## src/rtl/wb_master_arbiter_if.sv

```systemverilog
// Bus bundle between the shared-slave arbiter, its masters and the slave.
// Per-master fields are flat vectors: master i owns bit i, sel[4i+3:4i],
// adr/dat[32i+31:32i].
interface wb_master_arbiter_if #(
  parameter int NUM_MASTERS = 2
);
  logic [NUM_MASTERS-1:0]    m_cyc_i, m_stb_i, m_we_i;
  logic [4*NUM_MASTERS-1:0]  m_sel_i;
  logic [32*NUM_MASTERS-1:0] m_adr_i, m_dat_i;
  logic [31:0]               m_dat_o;
  logic [NUM_MASTERS-1:0]    m_ack_o, m_err_o;
  logic                      s_cyc_o, s_stb_o, s_we_o;
  logic [3:0]                s_sel_o;
  logic [31:0]               s_adr_o, s_dat_o;
  logic [31:0]               s_dat_i;
  logic                      s_ack_i, s_err_i;

  // Arbiter view: it acts as the single Wishbone master on the slave port.
  modport master (
    input  m_cyc_i, m_stb_i, m_we_i, m_sel_i, m_adr_i, m_dat_i,
    input  s_dat_i, s_ack_i, s_err_i,
    output m_dat_o, m_ack_o, m_err_o,
    output s_cyc_o, s_stb_o, s_we_o, s_sel_o, s_adr_o, s_dat_o
  );

  // Environment view: masters and slave driving the arbiter.
  modport slave (
    output m_cyc_i, m_stb_i, m_we_i, m_sel_i, m_adr_i, m_dat_i,
    output s_dat_i, s_ack_i, s_err_i,
    input  m_dat_o, m_ack_o, m_err_o,
    input  s_cyc_o, s_stb_o, s_we_o, s_sel_o, s_adr_o, s_dat_o
  );
endinterface

```

## src/rtl/wb_master_arbiter.sv

```systemverilog
// Round-robin arbiter sharing one Wishbone slave among NUM_MASTERS masters,
// with a stall watchdog that aborts a transaction with an error after
// TIMEOUT unacknowledged strobe cycles.
module wb_master_arbiter #(
  parameter int NUM_MASTERS = 2,
  parameter int TIMEOUT     = 1023
) (
  input  logic                   wb_clk_i,
  input  logic                   wb_rst_n_i,
  wb_master_arbiter_if.master    bus,
  output logic [NUM_MASTERS-1:0] grant_o,
  output logic                   timeout_o
);
  localparam int IW = (NUM_MASTERS > 1) ? $clog2(NUM_MASTERS) : 1;

  typedef enum logic [1:0] {IDLE, BUSY, ABORT} state_t;

  state_t                 state_q, state_d;
  logic [NUM_MASTERS-1:0] grant_q, grant_d;
  logic [IW-1:0]          last_q, last_d;
  logic [15:0]            cnt_q, cnt_d;
  logic                   tmo_q, tmo_d;

  logic [NUM_MASTERS-1:0] req;
  logic [IW-1:0]          win;
  logic                   win_vld;
  logic                   busy, s_resp, tmo_hit;

  // Per-master slices, so the granted master can be selected by index.
  logic [3:0]  sel_a [NUM_MASTERS];
  logic [31:0] adr_a [NUM_MASTERS];
  logic [31:0] dat_a [NUM_MASTERS];

  for (genvar g = 0; g < NUM_MASTERS; g++) begin : g_slice
    assign sel_a[g] = bus.m_sel_i[4*g +: 4];
    assign adr_a[g] = bus.m_adr_i[32*g +: 32];
    assign dat_a[g] = bus.m_dat_i[32*g +: 32];
  end

  assign req     = bus.m_cyc_i & bus.m_stb_i;
  assign busy    = (state_q == BUSY);
  assign s_resp  = bus.s_ack_i | bus.s_err_i;
  // The check uses the registered count: TIMEOUT full stalled cycles must
  // elapse before the abort decision, and an ack in that cycle still wins.
  assign tmo_hit = (cnt_q == 16'(TIMEOUT));

  // Round-robin pick: first requester searching upward from last_grant+1.
  always_comb begin : rr_pick
    logic [IW-1:0] cand;
    win     = '0;
    win_vld = 1'b0;
    cand    = '0;
    for (int k = 1; k <= NUM_MASTERS; k++) begin
      cand = IW'((int'(last_q) + k) % NUM_MASTERS);
      if (!win_vld && req[cand]) begin
        win     = cand;
        win_vld = 1'b1;
      end
    end
  end

  // last_q always names the granted master while BUSY/ABORT, so it drives
  // the slave-side mux directly; cyc/stb are gated to zero outside BUSY.
  assign bus.s_cyc_o = busy & bus.m_cyc_i[last_q];
  assign bus.s_stb_o = busy & bus.m_stb_i[last_q];
  assign bus.s_we_o  = bus.m_we_i[last_q];
  assign bus.s_sel_o = sel_a[last_q];
  assign bus.s_adr_o = adr_a[last_q];
  assign bus.s_dat_o = dat_a[last_q];

  assign bus.m_dat_o = bus.s_dat_i;
  assign bus.m_ack_o = busy ? (grant_q & {NUM_MASTERS{bus.s_ack_i}}) : '0;
  assign bus.m_err_o = (busy  ? (grant_q & {NUM_MASTERS{bus.s_err_i}}) : '0)
                     | (tmo_q ? grant_q : '0);

  assign grant_o   = grant_q;
  assign timeout_o = tmo_q;

  // Next-state logic: arbitration, grant hold, watchdog and abort.
  always_comb begin
    state_d = state_q;
    grant_d = grant_q;
    last_d  = last_q;
    cnt_d   = cnt_q;
    tmo_d   = 1'b0;
    case (state_q)
      IDLE: begin
        if (win_vld) begin
          state_d = BUSY;
          grant_d = NUM_MASTERS'(1) << win;
          last_d  = win;
          cnt_d   = '0;
        end
      end
      BUSY: begin
        if (!bus.m_cyc_i[last_q]) begin
          state_d = IDLE;
          grant_d = '0;
        end else if (s_resp) begin
          cnt_d = '0;
        end else if (tmo_hit) begin
          state_d = ABORT;
          tmo_d   = 1'b1;
        end else if (bus.s_stb_o) begin
          cnt_d = cnt_q + 16'd1;
        end
      end
      ABORT: begin
        if (!bus.m_cyc_i[last_q]) begin
          state_d = IDLE;
          grant_d = '0;
        end
      end
      default: begin
        state_d = IDLE;
        grant_d = '0;
      end
    endcase
  end

  // State registers; reset leaves master 0 with first priority.
  always_ff @(posedge wb_clk_i or negedge wb_rst_n_i) begin
    if (!wb_rst_n_i) begin
      state_q <= IDLE;
      grant_q <= '0;
      last_q  <= IW'(NUM_MASTERS - 1);
      cnt_q   <= '0;
      tmo_q   <= 1'b0;
    end else begin
      state_q <= state_d;
      grant_q <= grant_d;
      last_q  <= last_d;
      cnt_q   <= cnt_d;
      tmo_q   <= tmo_d;
    end
  end
endmodule
```

## src/flat_wrapper.sv

```systemverilog
// flat-port wrapper written by rule: the top's interface ports become plain ports
module wb_master_arbiter_flat 
#(
  parameter int NUM_MASTERS = 2,
  parameter int TIMEOUT     = 1023
)
  (wb_clk_i, wb_rst_n_i, grant_o, timeout_o, bus_m_cyc_i, bus_m_stb_i, bus_m_we_i, bus_m_sel_i, bus_m_adr_i, bus_m_dat_i, bus_s_dat_i, bus_s_ack_i, bus_s_err_i, bus_m_dat_o, bus_m_ack_o, bus_m_err_o, bus_s_cyc_o, bus_s_stb_o, bus_s_we_o, bus_s_sel_o, bus_s_adr_o, bus_s_dat_o);
  wb_master_arbiter_if #(.NUM_MASTERS(NUM_MASTERS)) bus_i ();
  input  logic wb_clk_i;
  input  logic wb_rst_n_i;
  output logic [NUM_MASTERS-1:0] grant_o;
  output logic timeout_o;
  input wire logic [$bits(bus_i.m_cyc_i)-1:0] bus_m_cyc_i;
  input wire logic [$bits(bus_i.m_stb_i)-1:0] bus_m_stb_i;
  input wire logic [$bits(bus_i.m_we_i)-1:0] bus_m_we_i;
  input wire logic [$bits(bus_i.m_sel_i)-1:0] bus_m_sel_i;
  input wire logic [$bits(bus_i.m_adr_i)-1:0] bus_m_adr_i;
  input wire logic [$bits(bus_i.m_dat_i)-1:0] bus_m_dat_i;
  input wire logic [$bits(bus_i.s_dat_i)-1:0] bus_s_dat_i;
  input wire logic [$bits(bus_i.s_ack_i)-1:0] bus_s_ack_i;
  input wire logic [$bits(bus_i.s_err_i)-1:0] bus_s_err_i;
  output wire logic [$bits(bus_i.m_dat_o)-1:0] bus_m_dat_o;
  output wire logic [$bits(bus_i.m_ack_o)-1:0] bus_m_ack_o;
  output wire logic [$bits(bus_i.m_err_o)-1:0] bus_m_err_o;
  output wire logic [$bits(bus_i.s_cyc_o)-1:0] bus_s_cyc_o;
  output wire logic [$bits(bus_i.s_stb_o)-1:0] bus_s_stb_o;
  output wire logic [$bits(bus_i.s_we_o)-1:0] bus_s_we_o;
  output wire logic [$bits(bus_i.s_sel_o)-1:0] bus_s_sel_o;
  output wire logic [$bits(bus_i.s_adr_o)-1:0] bus_s_adr_o;
  output wire logic [$bits(bus_i.s_dat_o)-1:0] bus_s_dat_o;
  assign bus_i.m_cyc_i = bus_m_cyc_i;
  assign bus_i.m_stb_i = bus_m_stb_i;
  assign bus_i.m_we_i = bus_m_we_i;
  assign bus_i.m_sel_i = bus_m_sel_i;
  assign bus_i.m_adr_i = bus_m_adr_i;
  assign bus_i.m_dat_i = bus_m_dat_i;
  assign bus_i.s_dat_i = bus_s_dat_i;
  assign bus_i.s_ack_i = bus_s_ack_i;
  assign bus_i.s_err_i = bus_s_err_i;
  assign bus_m_dat_o = bus_i.m_dat_o;
  assign bus_m_ack_o = bus_i.m_ack_o;
  assign bus_m_err_o = bus_i.m_err_o;
  assign bus_s_cyc_o = bus_i.s_cyc_o;
  assign bus_s_stb_o = bus_i.s_stb_o;
  assign bus_s_we_o = bus_i.s_we_o;
  assign bus_s_sel_o = bus_i.s_sel_o;
  assign bus_s_adr_o = bus_i.s_adr_o;
  assign bus_s_dat_o = bus_i.s_dat_o;
  wb_master_arbiter #(.NUM_MASTERS(NUM_MASTERS), .TIMEOUT(TIMEOUT)) u_core (.wb_clk_i(wb_clk_i), .wb_rst_n_i(wb_rst_n_i), .bus(bus_i), .grant_o(grant_o), .timeout_o(timeout_o));
endmodule
```

## config.mk

```make
export PLATFORM = sky130hd
export DESIGN_NAME = wb_master_arbiter_flat
export DESIGN_NICKNAME = d
export VERILOG_FILES = /design/src/rtl/wb_master_arbiter_if.sv /design/src/rtl/wb_master_arbiter.sv /design/src/flat_wrapper.sv
export SDC_FILE = /design/constraint.sdc
export NUM_CORES = 1
export LEC_CHECK = 0
export ABC_AREA = 1
export CORE_MARGIN = 8
export CORE_UTILIZATION = 26
export DETAILED_ROUTE_END_ITERATION = 6
export PLACE_DENSITY = 0.79
export SYNTH_ARGS = -nofsm -noshare
export SYNTH_HDL_FRONTEND = slang
export SYNTH_SLANG_ARGS = --single-unit
```

## constraint.sdc

```tcl
create_clock -name wb_clk_i -period 1.66 [get_ports wb_clk_i]
set_input_delay 0.415 -clock wb_clk_i [delete_from_list [all_inputs] [get_ports wb_clk_i]]
set_output_delay 0.415 -clock wb_clk_i [all_outputs]
set_load 0.01 [all_outputs]
```

==> results.ini, run 1 <==
[place]
placed_area_mm2 = 0.004950
placement.io_buffers = 223
place_hpwl_um = 11300
gp_congestion = 0.8795

[final_layout]
seq_area_um2 = 551.8
fin_util_pct = 57.18
final_area_mm2 = 0.005589
multi_input_area_mm2 = 0.001961
fin_nets = 914
drive_gt1_share_pct = 29.41
antennaDiodeCount = 0
layout-area-overhead-vs-synth_pct = 113.8
num-fill-cells = 896

[sta]
finalSetupViolations = 91
report.final.slew_viol_count = 0
period_needed_ns = 2.022
clock.fmax_mhz = 494.6
period_share_pct = 121.8
finClkSkew_ns = 0.003396
rsz0062_at_grt = true
fin_ws_ns = -0.3618
finalHoldViolCount = 0
worst_pin_slew_ns = 0.4260
relSlewSlack_pct = 71.50

[clock_network]
cts_buffers = 3
insertion_delay_ns = 0.27
cts.sinks = 22
clk_root_buffer_cell = clkbuf_8
htree_levels = 1
clockBufferDepth = 2
tritoncts = built
cts.clk_slew.worst_paths_ns = 0.08

[job]
max_cap_violations = 0

[synth]
synth-xor-area-share_pct = 1.340
synthCells = 495
yosys_warnings = 0
synthAdderAreaFrac_pct = 1.915
ys_ff_latch = 22
synth_area_leader_cell = nand2_1
synth_ff_type = dfrtp_1
yosysMostFrequentCell = nand2_1
synth.distinct_cells = 27
async_reset_ff_share_pct = 100.0
synth_common_cells = 302 x nand2_1, 38 x nor2_1, 32 x buf_4
synth_top_family_by_area = simple AND/OR/NAND/NOR gates
syn-cell-area_mm2 = 0.002614
muxShareOfSynthArea_pct = 0
synth_compound_area_share_pct = 2.681
seq_area_frac_synth_pct = 21.11
ys_top_cells_by_area = nand2_1 43%, dfrtp_1 20%, buf_4 9.2%
synth_top_area_share_pct = 43.37
synth-edff-count = 0
syn_avg_cell_area_um2 = 5.280
synth_fp_nets = 677
synth-simple-area-share_pct = 56.44

[floorplanning]
die_area_mm2 = 0.01352
die-height_um = 116.3
num_rows = 36
start_util_pct = 26.74
die_x_um = 116.3
core_mm2 = 0.009774
pin_count = 288

[setup_path]
crit_path_start_kind = flop
worstPathArrival_ns = 1.61
crit_fanout = 6
crit_chain = buf_6 -> inv_8 -> or2_1 -> o21a_1 -> inv_1 -> nor2_1 -> buf_2
crit_type = flop to primary output
required_ns = 1.24
critical_path.max_stage_delay_ns = 0.56
critPathSlowestCell = dfstp_2
critPathCaptureType = primary output

[power]
leakagePower_nw = 2.847
powerDensity_mw_per_mm2 = 1302
vdd_drop_max_v = 0.0008130

[route]
drt_drc_violations_left = 0
first_pass_iters = 4
vias = 3894
routed_wl_um = 14960
wl_per_cell_um = 17.32
ant_nets = 0
vias_per_cell = 4.507
drt_iter0_drc = 179

[run_status]
status = complete, but fails checks
violations = setup timing

[grt]
grt_util_met2_pct = 38.67
busiest_layer = met2
grt_util_all_layers_pct = 19.77
met1_usage_pct = 20.74
grt_pass1_vias = 3942
grt_pass1_wl_um = 20800
use_met3_pct = 4.912
antenna_found_initial = 0
grt-ovfl-total = 0
grt_max_degree = 27

[min_path]
hp-class = primary input to asynchronous set/reset pin

[where the power goes]
group	switching [mW]	internal [mW]	total [mW]
registers	0.0527	0.613	0.666
clock network	0.189	0.323	0.512
logic	3.12	2.98	6.10
[metal layers]
| layer | routed length (um) | vias to the layer above |
|---|---|---|
| li1 | - | 1938 |
| met1 | 5272 | 1772 |
| met2 | 8382 | 159 |
| met3 | 1071 | 25 |
| met4 | 236 | 0 |
| met5 | 0 | - |
[worst paths after layout]
check,from,endpoint,slack (ns),cells past startpoint
min in group wb_clk_i,u_core.grant_o[0],u_core.grant_o[0],0.52,2
worst max register to register,u_core.last_q,u_core.cnt_q[11],-0.16,12
worst min-delay path,wb_rst_n_i,u_core.cnt_q[12],0.49,2
max in group asynchronous,wb_rst_n_i,u_core.last_q,0.89,2
worst max-delay path,u_core.last_q,bus_s_stb_o,-0.36,7
worst min register to register,u_core.grant_o[0],u_core.grant_o[0],0.52,2
[worst max-delay path: cells and delay by family (launching register included)]
family,cells,cell delay [ns]
compound gates,1,0.14
buf+inv,4,0.38
flops,1,0.56
simple gates,2,0.25
[what timing repair did]
item	CTS	global route
setup endpoints to repair	91	95
resized for setup	362	92
hold buffers	0	0
cloned	5	4
pin swaps	11	27
setup buffers	15	5
[cells in the final DEF (no fill, tap or decap), types with 4 or more instances in the layout]
cell / synthesis / final
buf_12: 0 / 4
buf_2: 1 / 40
buf_4: 32 / 34
buf_6: 2 / 39
clkdlybuf4s15_2: 0 / 6
clkdlybuf4s50_1: 0 / 145
dfrtp_1: 21 / 21
inv_1: 26 / 20
inv_2: 2 / 6
nand2_1: 302 / 250
nand2_2: 1 / 42
nand2_4: 2 / 11
nand2_8: 0 / 4
nand3_1: 18 / 17
nor2_1: 38 / 36
o21ai_0: 7 / 7
xor2_1: 4 / 4
[cell type report]
class | count | area share (%)
Multi-Input combinational cell | 397 | 35.08
Timing Repair Buffer | 278 | 48.38
Sequential cell | 22 | 9.872
Inverter | 29 | 2.306
Timing Repair inverter | 1 | 0.1119
Tap cell | 133 | 2.977
Clock inverter | 1 | 0.5373
Clock buffer | 3 | 0.7388
[through the flow]
stage          total power [mW]  instances  worst slack (ns)  setup TNS, ns  hold WS [ns]
6_report                  7.279        864           -0.3618         -17.53        0.4878
5_1_grt                   7.734        864           -0.4450         -22.69        0.5141
4_1_cts                   6.519        856           -0.3332         -17.00        0.4987
3_5_place_dp              5.340        833           -0.6131         -36.69        0.5020
3_3_place_gp              5.283        833           -0.6208         -35.80        0.4958
2_1_floorplan             2.736        495           0.06124              0        0.1194
[cells by family after synthesis]
family | after synthesis
and+or+nand+nor | 374
buffers and inverters | 78
DFF | 22
AOI/OAI and AO/OA | 13
xor gates and xnor gates | 4
adders and majority gates | 4
[state kept, by name (all words and copies together) (netlist names)]
| signal | count |
|---|---|
| u_core.cnt_q | 16 |
| u_core.grant_o | 2 |
| u_core.state_q | 2 |
| u_core.last_q | 1 |
| u_core.timeout_o | 1 |
(Power assumes the default switching activity.)
==> inputs of run 2 (changes only) <==
--- a/config.mk
+++ b/config.mk
@@ -10,6 +10,7 @@
 export CORE_UTILIZATION = 26
 export DETAILED_ROUTE_END_ITERATION = 6
 export PLACE_DENSITY = 0.79
+export REMOVE_ABC_BUFFERS = 1
 export SYNTH_ARGS = -nofsm -noshare
 export SYNTH_HDL_FRONTEND = slang
 export SYNTH_SLANG_ARGS = --single-unit
==> results.ini, run 2 (synthesis results as in run 1) <==
[run_status]
status = complete, but fails checks
violations = setup timing

[final_layout]
multi_input_area_mm2 = 0.001888
largest_reg_flops = 16
regMostFlops = u_core.cnt_q
drive_gt1_share_pct = 27.80
layout-area-overhead-vs-synth_pct = 109.8
seq_area_um2 = 551.8
final_common_cell = nand2_1
mostFrequentLayoutCells = 249 x nand2_1, 146 x clkdlybuf4s50_1, 50 x nand2_2, 38 x nor2_1, 36 x buf_6
num-fill-cells = 927
fin_nets = 906

[route]
drt_iter0_drc = 182
ant_nets = 0
vias = 4019
routed_wl_um = 19460
first_pass_iters = 7
vias_per_cell = 4.690
drt_drc_violations_left = 0
wl_per_cell_um = 22.71

[place]
placement.io_buffers = 223
place_hpwl_um = 15940
place_ws_ns = -0.6088
gp_congestion = 0.9945

[floorplanning]
pin_count = 288
num_rows = 36
start_util_pct = 26.74
die_x_um = 116.3
die_area_mm2 = 0.01352
die-height_um = 116.3
core_mm2 = 0.009774

[sta]
period_needed_ns = 2.009
rsz0062_at_grt = true
finalHoldViolCount = 0
fin_ws_ns = -0.3489
relSlewSlack_pct = 74.85
finalSetupViolations = 91
whs_ns = 0.5018
worst_pin_slew_ns = 0.3758
clock.fmax_mhz = 497.8
report.final.slew_viol_count = 0
finClkSkew_ns = 0.004558
period_share_pct = 121.0

[clock_network]
tritoncts = built
clk_root_buffer_cell = clkbuf_8
cts.clk_slew.worst_paths_ns = 0.09
hold_buffers = 0
cts_buffers = 3
insertion_delay_ns = 0.26
clockBufferDepth = 2
htree_levels = 1
cts.sinks = 22

[setup_path]
required_ns = 1.24
worstPathArrival_ns = 1.59
regToRegStartpoint = u_core.last_q
crit_path_start_kind = flop
crit_fanout = 16
crit_type = flop to primary output
critPathCaptureType = primary output
critPathLaunch = u_core.last_q

[job]
max_cap_violations = 0

[grt]
antenna_found_initial = 1
grt_pass1_vias = 3983
grt_max_degree = 28
grt_util_all_layers_pct = 26.79
grt_pass1_wl_um = 26190
grt-ovfl-total = 0

[power]
clkPwrFrac_pct = 7.2
swShare_pct = 46.74
comb_power_share_pct = 83.3
vdd_drop_max_v = 0.0005785
powerDensity_mw_per_mm2 = 1296
power_frac_seq_pct = 9.5
leakagePower_nw = 2.758
switching_power_mw = 3.322
p_int_mw = 3.784

[min_path]
hp-class = primary input to asynchronous set/reset pin

run 2: cell types whose count changed in the layout (fill, tap and decap cells not counted), moves of 3 or more:
cell             change
buf_2                -9
nand2_2              +8
nand2_4              -7
clkdlybuf4s15_2      +6
buf_6                -3
inv_1                +3
inv_2                -3
run 2: power groups by stage:
stage | Sequential, mW | Combinational (mW) | Clock, mW
floorplan | 0.841 | 1.67 | 0
detailed placement | 0.705 | 4.80 | 0
CTS | 0.673 | 5.43 | 0.522
global placement | 0.696 | 4.74 | 0
global route | 0.683 | 6.28 | 0.539
finish | 0.677 | 5.92 | 0.508
run 2: final cells by class:
cell class	count	area share (%)
Timing Repair Buffer	272	48.81
Clock buffer	3	0.7531
Sequential cell	22	10.06
Antenna cell	1	0.04564
Clock inverter	1	0.5477
Multi-Input combinational cell	396	34.44
Tap cell	133	3.035
Inverter	29	2.305
run 2: path summary, 6_finish.rpt:
path | cells past startpoint | endpoint | slack (ns)
max | 6 | bus_s_adr_o[28] | -0.35
min | 2 | u_core.cnt_q[1] | 0.50
max reg2reg | 11 | u_core.cnt_q[1] | -0.21
min reg2reg | 2 | u_core.cnt_q[15] | 0.55
max in group asynchronous | 2 | u_core.last_q | 0.88
min in group wb_clk_i | 2 | u_core.cnt_q[15] | 0.55
run 2: critical path: stages, from the launching register on:
cell and delay (ns):
dfstp_2 0.57, buf_4 0.17, buf_12 0.15, buf_4 0.12
nand2_1 0.04, nand2_1 0.06, clkdlybuf4s15_2 0.22
run 2: metal layers:
layer  global-route usage, %  up-vias  part of all wire, %
met4                   14.69        0                  5.7
met2                   50.23      229                   52
met3                   12.72       38                   13
met5                       0        -                    0
li1                        -     1929                    -
met1                   22.89     1823                   29
run 2: per-stage QoR:
step                util, %  std cells  cell area (um2)  total power [mW]  setup TNS, ns
finish                56.09        857             5483             7.106         -20.60
global route          56.09        857             5483             7.499         -25.35
CTS                   53.44        853             5224             6.623         -19.00
detailed placement    50.84        834             4970             5.502         -32.58
global placement      50.84        834             4970             5.440         -31.35
floorplan                 -        446             2293             2.515         -47.16
run 2: repair_timing:
| item | in CTS | in global routing |
|---|---|---|
| setup endpoints to repair | 92 | 94 |
| gates cloned | 5 | 1 |
| gates resized for setup | 355 | 68 |
| pin swaps | 4 | 5 |
| buffers inserted | 10 | 3 |
